==> config.mk <==
export PLATFORM = sky130hd
export DESIGN_NAME = rom_dl_router
export DESIGN_NICKNAME = d
export VERILOG_FILES = /design/src/rtl/rom_dl_router.sv
export SDC_FILE = /design/constraint.sdc
export NUM_CORES = 1
export LEC_CHECK = 0
export ABC_AREA = 1
export BUFFER_PORTS_ARGS = -buffer_cell sky130_fd_sc_hd__buf_2
export CAP_MARGIN = 20
export CORE_MARGIN = 2
export CORE_UTILIZATION = 36
export CTS_BUF_LIST = sky130_fd_sc_hd__clkbuf_8 sky130_fd_sc_hd__clkbuf_16
export DETAILED_ROUTE_END_ITERATION = 6
export PLACE_DENSITY = 0.88
export SLEW_MARGIN = 20
export SYNTH_ARGS = -nofsm -noshare
export SYNTH_HDL_FRONTEND = slang
export SYNTH_SLANG_ARGS = --single-unit
==> constraint.sdc <==
create_clock -name CLK -period 1.28 [get_ports CLK]
set_input_delay 0.256 -clock CLK [delete_from_list [all_inputs] [get_ports CLK]]
set_output_delay 0.256 -clock CLK [all_outputs]
set_load 0.02 [all_outputs]
==> src/rtl/rom_dl_router.sv <==
// rom_dl_router: routes the ioctl ROM download stream into up to NREG
// base/size regions, tracks per-region completion and flags errors.
module rom_dl_router #(
    parameter int unsigned                   NREG      = 8,
    parameter int unsigned                   ADDR_W    = 25,
    parameter int unsigned                   LADDR_W   = 16,
    parameter logic [NREG*ADDR_W-1:0]        REG_BASE  = '0,
    parameter logic [NREG*(LADDR_W+1)-1:0]   REG_SIZE  = '0,
    parameter logic [7:0]                    ROM_INDEX = 8'd0
) (
    input  logic                CLK,
    input  logic                RESETn,
    input  logic                ioctl_download,
    input  logic [7:0]          ioctl_index,
    input  logic                ioctl_wr,
    input  logic [ADDR_W-1:0]   ioctl_addr,
    input  logic [7:0]          ioctl_dout,
    output logic [NREG-1:0]     DL_CS,
    output logic [LADDR_W-1:0]  DL_ADDR,
    output logic [7:0]          DL_DATA,
    output logic                DL_WR,
    output logic [NREG-1:0]     REG_LOADED,
    output logic                DL_DONE,
    output logic                DL_ERR,
    output logic                ROM_READY
);

    localparam int unsigned SZ_W  = LADDR_W + 1;
    localparam int unsigned CMP_W = ADDR_W + 1;

    typedef enum logic [1:0] {IDLE, LOAD, CHECK} state_t;

    state_t             state;
    logic               dl_q;
    logic               rise_pend;
    logic               miss;
    logic [SZ_W-1:0]    cnt [NREG];

    logic [CMP_W-1:0]   base_a [NREG];
    logic [SZ_W-1:0]    size_a [NREG];
    logic [NREG-1:0]    en_mask;
    logic [NREG-1:0]    hit;
    logic [NREG-1:0]    sel;
    logic               found;
    logic [LADDR_W-1:0] local_addr;
    logic [CMP_W-1:0]   addr_x;

    logic               idx_ok;
    logic               rise;
    logic               fall;
    logic               accept;
    logic               err_c;

    assign idx_ok = (ioctl_index == ROM_INDEX);
    assign rise   = ioctl_download & ~dl_q;
    assign fall   = ~ioctl_download & dl_q;
    assign accept = (state == LOAD) & ioctl_wr & ioctl_download & idx_ok;
    assign err_c  = miss | ~&(REG_LOADED | ~en_mask);

    // Region decode with lowest-index priority; compare is one bit wider than the address
    always_comb begin
        addr_x     = {1'b0, ioctl_addr};
        en_mask    = '0;
        hit        = '0;
        sel        = '0;
        found      = 1'b0;
        local_addr = '0;
        for (int unsigned i = 0; i < NREG; i++) begin
            base_a[i]  = {1'b0, REG_BASE[i*ADDR_W +: ADDR_W]};
            size_a[i]  = REG_SIZE[i*SZ_W +: SZ_W];
            en_mask[i] = (size_a[i] != '0);
            hit[i]     = en_mask[i] && (addr_x >= base_a[i]) &&
                         (addr_x < (base_a[i] + CMP_W'(size_a[i])));
            if (hit[i] && !found) begin
                found      = 1'b1;
                sel[i]     = 1'b1;
                local_addr = LADDR_W'(addr_x - base_a[i]);
            end
        end
    end

    // Download FSM, write path, per-region counters and status flags
    always_ff @(posedge CLK or negedge RESETn) begin
        if (!RESETn) begin
            state      <= IDLE;
            dl_q       <= 1'b0;
            rise_pend  <= 1'b0;
            miss       <= 1'b0;
            DL_CS      <= '0;
            DL_ADDR    <= '0;
            DL_DATA    <= '0;
            DL_WR      <= 1'b0;
            REG_LOADED <= '0;
            DL_DONE    <= 1'b0;
            DL_ERR     <= 1'b0;
            ROM_READY  <= 1'b0;
            for (int unsigned i = 0; i < NREG; i++) begin
                cnt[i] <= '0;
            end
        end else begin
            dl_q      <= ioctl_download;
            rise_pend <= 1'b0;
            DL_DONE   <= 1'b0;
            DL_WR     <= accept;
            DL_CS     <= accept ? sel : '0;
            if (accept) begin
                DL_ADDR <= local_addr;
                DL_DATA <= ioctl_dout;
            end
            if (accept && (sel == '0)) begin
                miss <= 1'b1;
            end
            for (int unsigned i = 0; i < NREG; i++) begin
                REG_LOADED[i] <= en_mask[i] && (cnt[i] == size_a[i]);
                if (accept && sel[i] && (cnt[i] != size_a[i])) begin
                    cnt[i] <= cnt[i] + SZ_W'(1);
                end
            end

            case (state)
                IDLE: begin
                    if (idx_ok && (rise || rise_pend)) begin
                        state      <= LOAD;
                        miss       <= 1'b0;
                        REG_LOADED <= '0;
                        DL_ERR     <= 1'b0;
                        ROM_READY  <= 1'b0;
                        for (int unsigned i = 0; i < NREG; i++) begin
                            cnt[i] <= '0;
                        end
                    end
                end
                LOAD: begin
                    if (fall) begin
                        state   <= CHECK;
                        DL_DONE <= 1'b1;
                    end
                end
                CHECK: begin
                    state     <= IDLE;
                    DL_ERR    <= err_c;
                    ROM_READY <= ~err_c;
                    rise_pend <= rise & idx_ok;
                end
                default: begin
                    state <= IDLE;
                end
            endcase
        end
    end

endmodule

==> results.toml <==
[outcome]
status = "completed"

[finish]
layout_common_cells = "nand2_1 (35), conb_1 (32), buf_2 (31)"
drive_above_1_share_pct = 26.9
layout_commonest_cell = "nand2_1"
area_growth_pct = 13.4
antenna_cells = 0
nets = 191

[synthesis]
synth_xor_area_share_pct = 0
synth_top_family_by_area = "buffers and inverters"
seq_area_frac_synth_pct = 45.7
yosys-mux-area-fraction_pct = 0
ys_ff_latch = 17
synth_top_cells_by_area = "dfrtp_1 (46%), buf_4 (26%), nand2_1 (14%)"
yosysWarnings = 0
synth-simple-area-share_pct = 24.6
syn_avg_cell_area_um2 = 8.46
synth.distinct_cells = 15
yosysTopAreaCell = "dfrtp_1"
synthCells = 110
synth_area_um2 = 931
synth-adder-area-share_pct = 0
synth_compound_area_share_pct = 0.538
yosys.area.top_type_share_pct = 45.7

[floorplan]
start_util_pct = 37.9
die_area_um2 = 3010
ioPinCount = 89
die_h_um = 54.9
rows = 18
die_w_um = 54.9
core-area_um2 = 2450

[worst_setup_path]
crit_path_top_delay_cell = "dfrtp_1"
critPathBufInv = 2
worstSetupStartpointType = "register"
critPathCaptureType = "register"
worst_ep_required_time_ns = 1.47
cp_data_arrival_time_ns = 1.26
crit_family = "simple AND/OR/NAND/NOR gates"
cp_max_fo = 10
criticalPathCategory = "reg -> reg"
worstPathCellList = "inv_1, nand2_1, nor2_2, nand2_4, clkinv_4, nand2_1, nand2_1"
crit_top_cell = "nand2_1"
critical_path.max_stage_delay_ns = 0.38

[route]
num_vias = 689
drtPass1Iterations = 4
drtIter0Drc = 16
wirelength_um = 1500
vias_per_cell = 3.94
ant_nets = 0
wl_per_cell_um = 8.57
drc_errors = 0

[worst_hold_path]
hold_path_class = "in -> reg"

[global_route]
grt_pass1_wl_um = 2240
grt_max_degree = 18
antenna_found_initial = 0
grt_pass1_vias = 543
overflow = 0
grt_use_total_pct = 10.3

[clock_tree]
clockRootBuffer = "clkbuf_8"
htreeDepth = 1
cts_buffer_depth = 2
clkTransAtPathRegs_ns = 0.06
clock_latency_ns = 0.25
cts-resized-gates = 0
clock_sinks = 17
cts_tree = "built"
numCtsBuffers = 3

[power]
p_leak_nw = 0.651
powerDensity_nw_per_um2 = 1060
p_total_mw = 1.12
vdd_ir_drop_max_uv = 508

[timing]
fin_setup_tns_ns = 0
drv_slew = 0
fin_ws_ns = 0.207
finalSetupViolCount = 0
skew_ns = 0.00390
finalCritPeriodShare_pct = 83.9
rsz0062_at_grt = "no"
period_minus_slack_ns = 1.07
max_freq_mhz = 932
hold_violations = 0

[placed_design]
io_buffers = 31
dpl.hpwl_um = 1200
globalplace.congestion = 0.667
pre_cts_slack_ns = 0.133

[job]
drv_cap = 0
[cell usage after synthesis]
cell / count
nand2_1: 35
buf_4: 32
dfrtp_1: 17
nor2_1: 7
inv_1: 5
nand3_1: 4
nor3_1: 2
and2_1: 1
clkinv_4: 1
conb_1: 1
nand2_4: 1
nor2_2: 1
nor2_4: 1
nor4_1: 1
o21ai_0: 1
[sequential cells by signal, summed over array words and instances (netlist names)]
register and cells:
DL_DONE 1, DL_WR 1, dl_q 1, ROM_READY 1, DL_DATA 8, state 2
rise_pend 1, err_c 1, DL_ERR 1
[final cells by class]
class	count	area [um^2]
clock buffers	3	41.3
fillers	260	1400
repair buffers	32	165
flip-flops and latches	17	425
clock inverters	1	5.00
inverters	6	27.5
multi-input cells	86	354
well taps	30	37.5
[path summary, 6_finish.rpt]
kind                                      from          to  slack [ns]  depth (start not counted)
worst max-delay path                  state[1]  DL_DATA[4]        0.21                          7
worst min-delay path            ioctl_download        dl_q        0.18                          1
worst max register to register        state[1]  DL_DATA[4]        0.21                          7
worst min register to register      DL_DATA[6]  DL_DATA[6]        0.47                          2
max in group asynchronous               RESETn  DL_DATA[4]        0.55                          2
min in group asynchronous               RESETn      DL_ERR        0.46                          2
[cell families after synthesis]
group,after synthesis
flops,17
compound gates,1
buf+inv,38
other cells,1
simple gates,53
[metrics by stage]
step	instances	utilization [%]	hold WS (ns)	area (um^2)
floorplan	141	-	-0.0396	1050
global placement	170	40.7	0.191	1000
detailed placement	170	40.7	0.196	1000
CTS	175	43.0	0.189	1060
global route	175	43.0	0.197	1060
finish	175	43.0	0.185	1060
[what timing repair did]
| item | 4_1_cts | 5_1_grt |
|---|---|---|
| endpoints found under the hold margin | 17 | 0 |
| hold buffers | 1 | 0 |
| buffers inserted | 0 | 0 |
[routing by layer]
layer | track usage (%) | vias up | part of all wire (%)
li1 | - | 338 | -
met1 | 12.6 | 316 | 41
met2 | 18.3 | 35 | 52
met3 | 1.09 | 0 | 6.7
met4 | 3.75 | 0 | 0
met5 | 0 | - | 0
[report_power, final]
| group | internal (mW) | switching [mW] |
|---|---|---|
| Sequential | 0.551 | 0.00704 |
| Combinational | 0.0390 | 0.133 |
| Clock | 0.215 | 0.178 |
(Power assumes the default switching activity.)
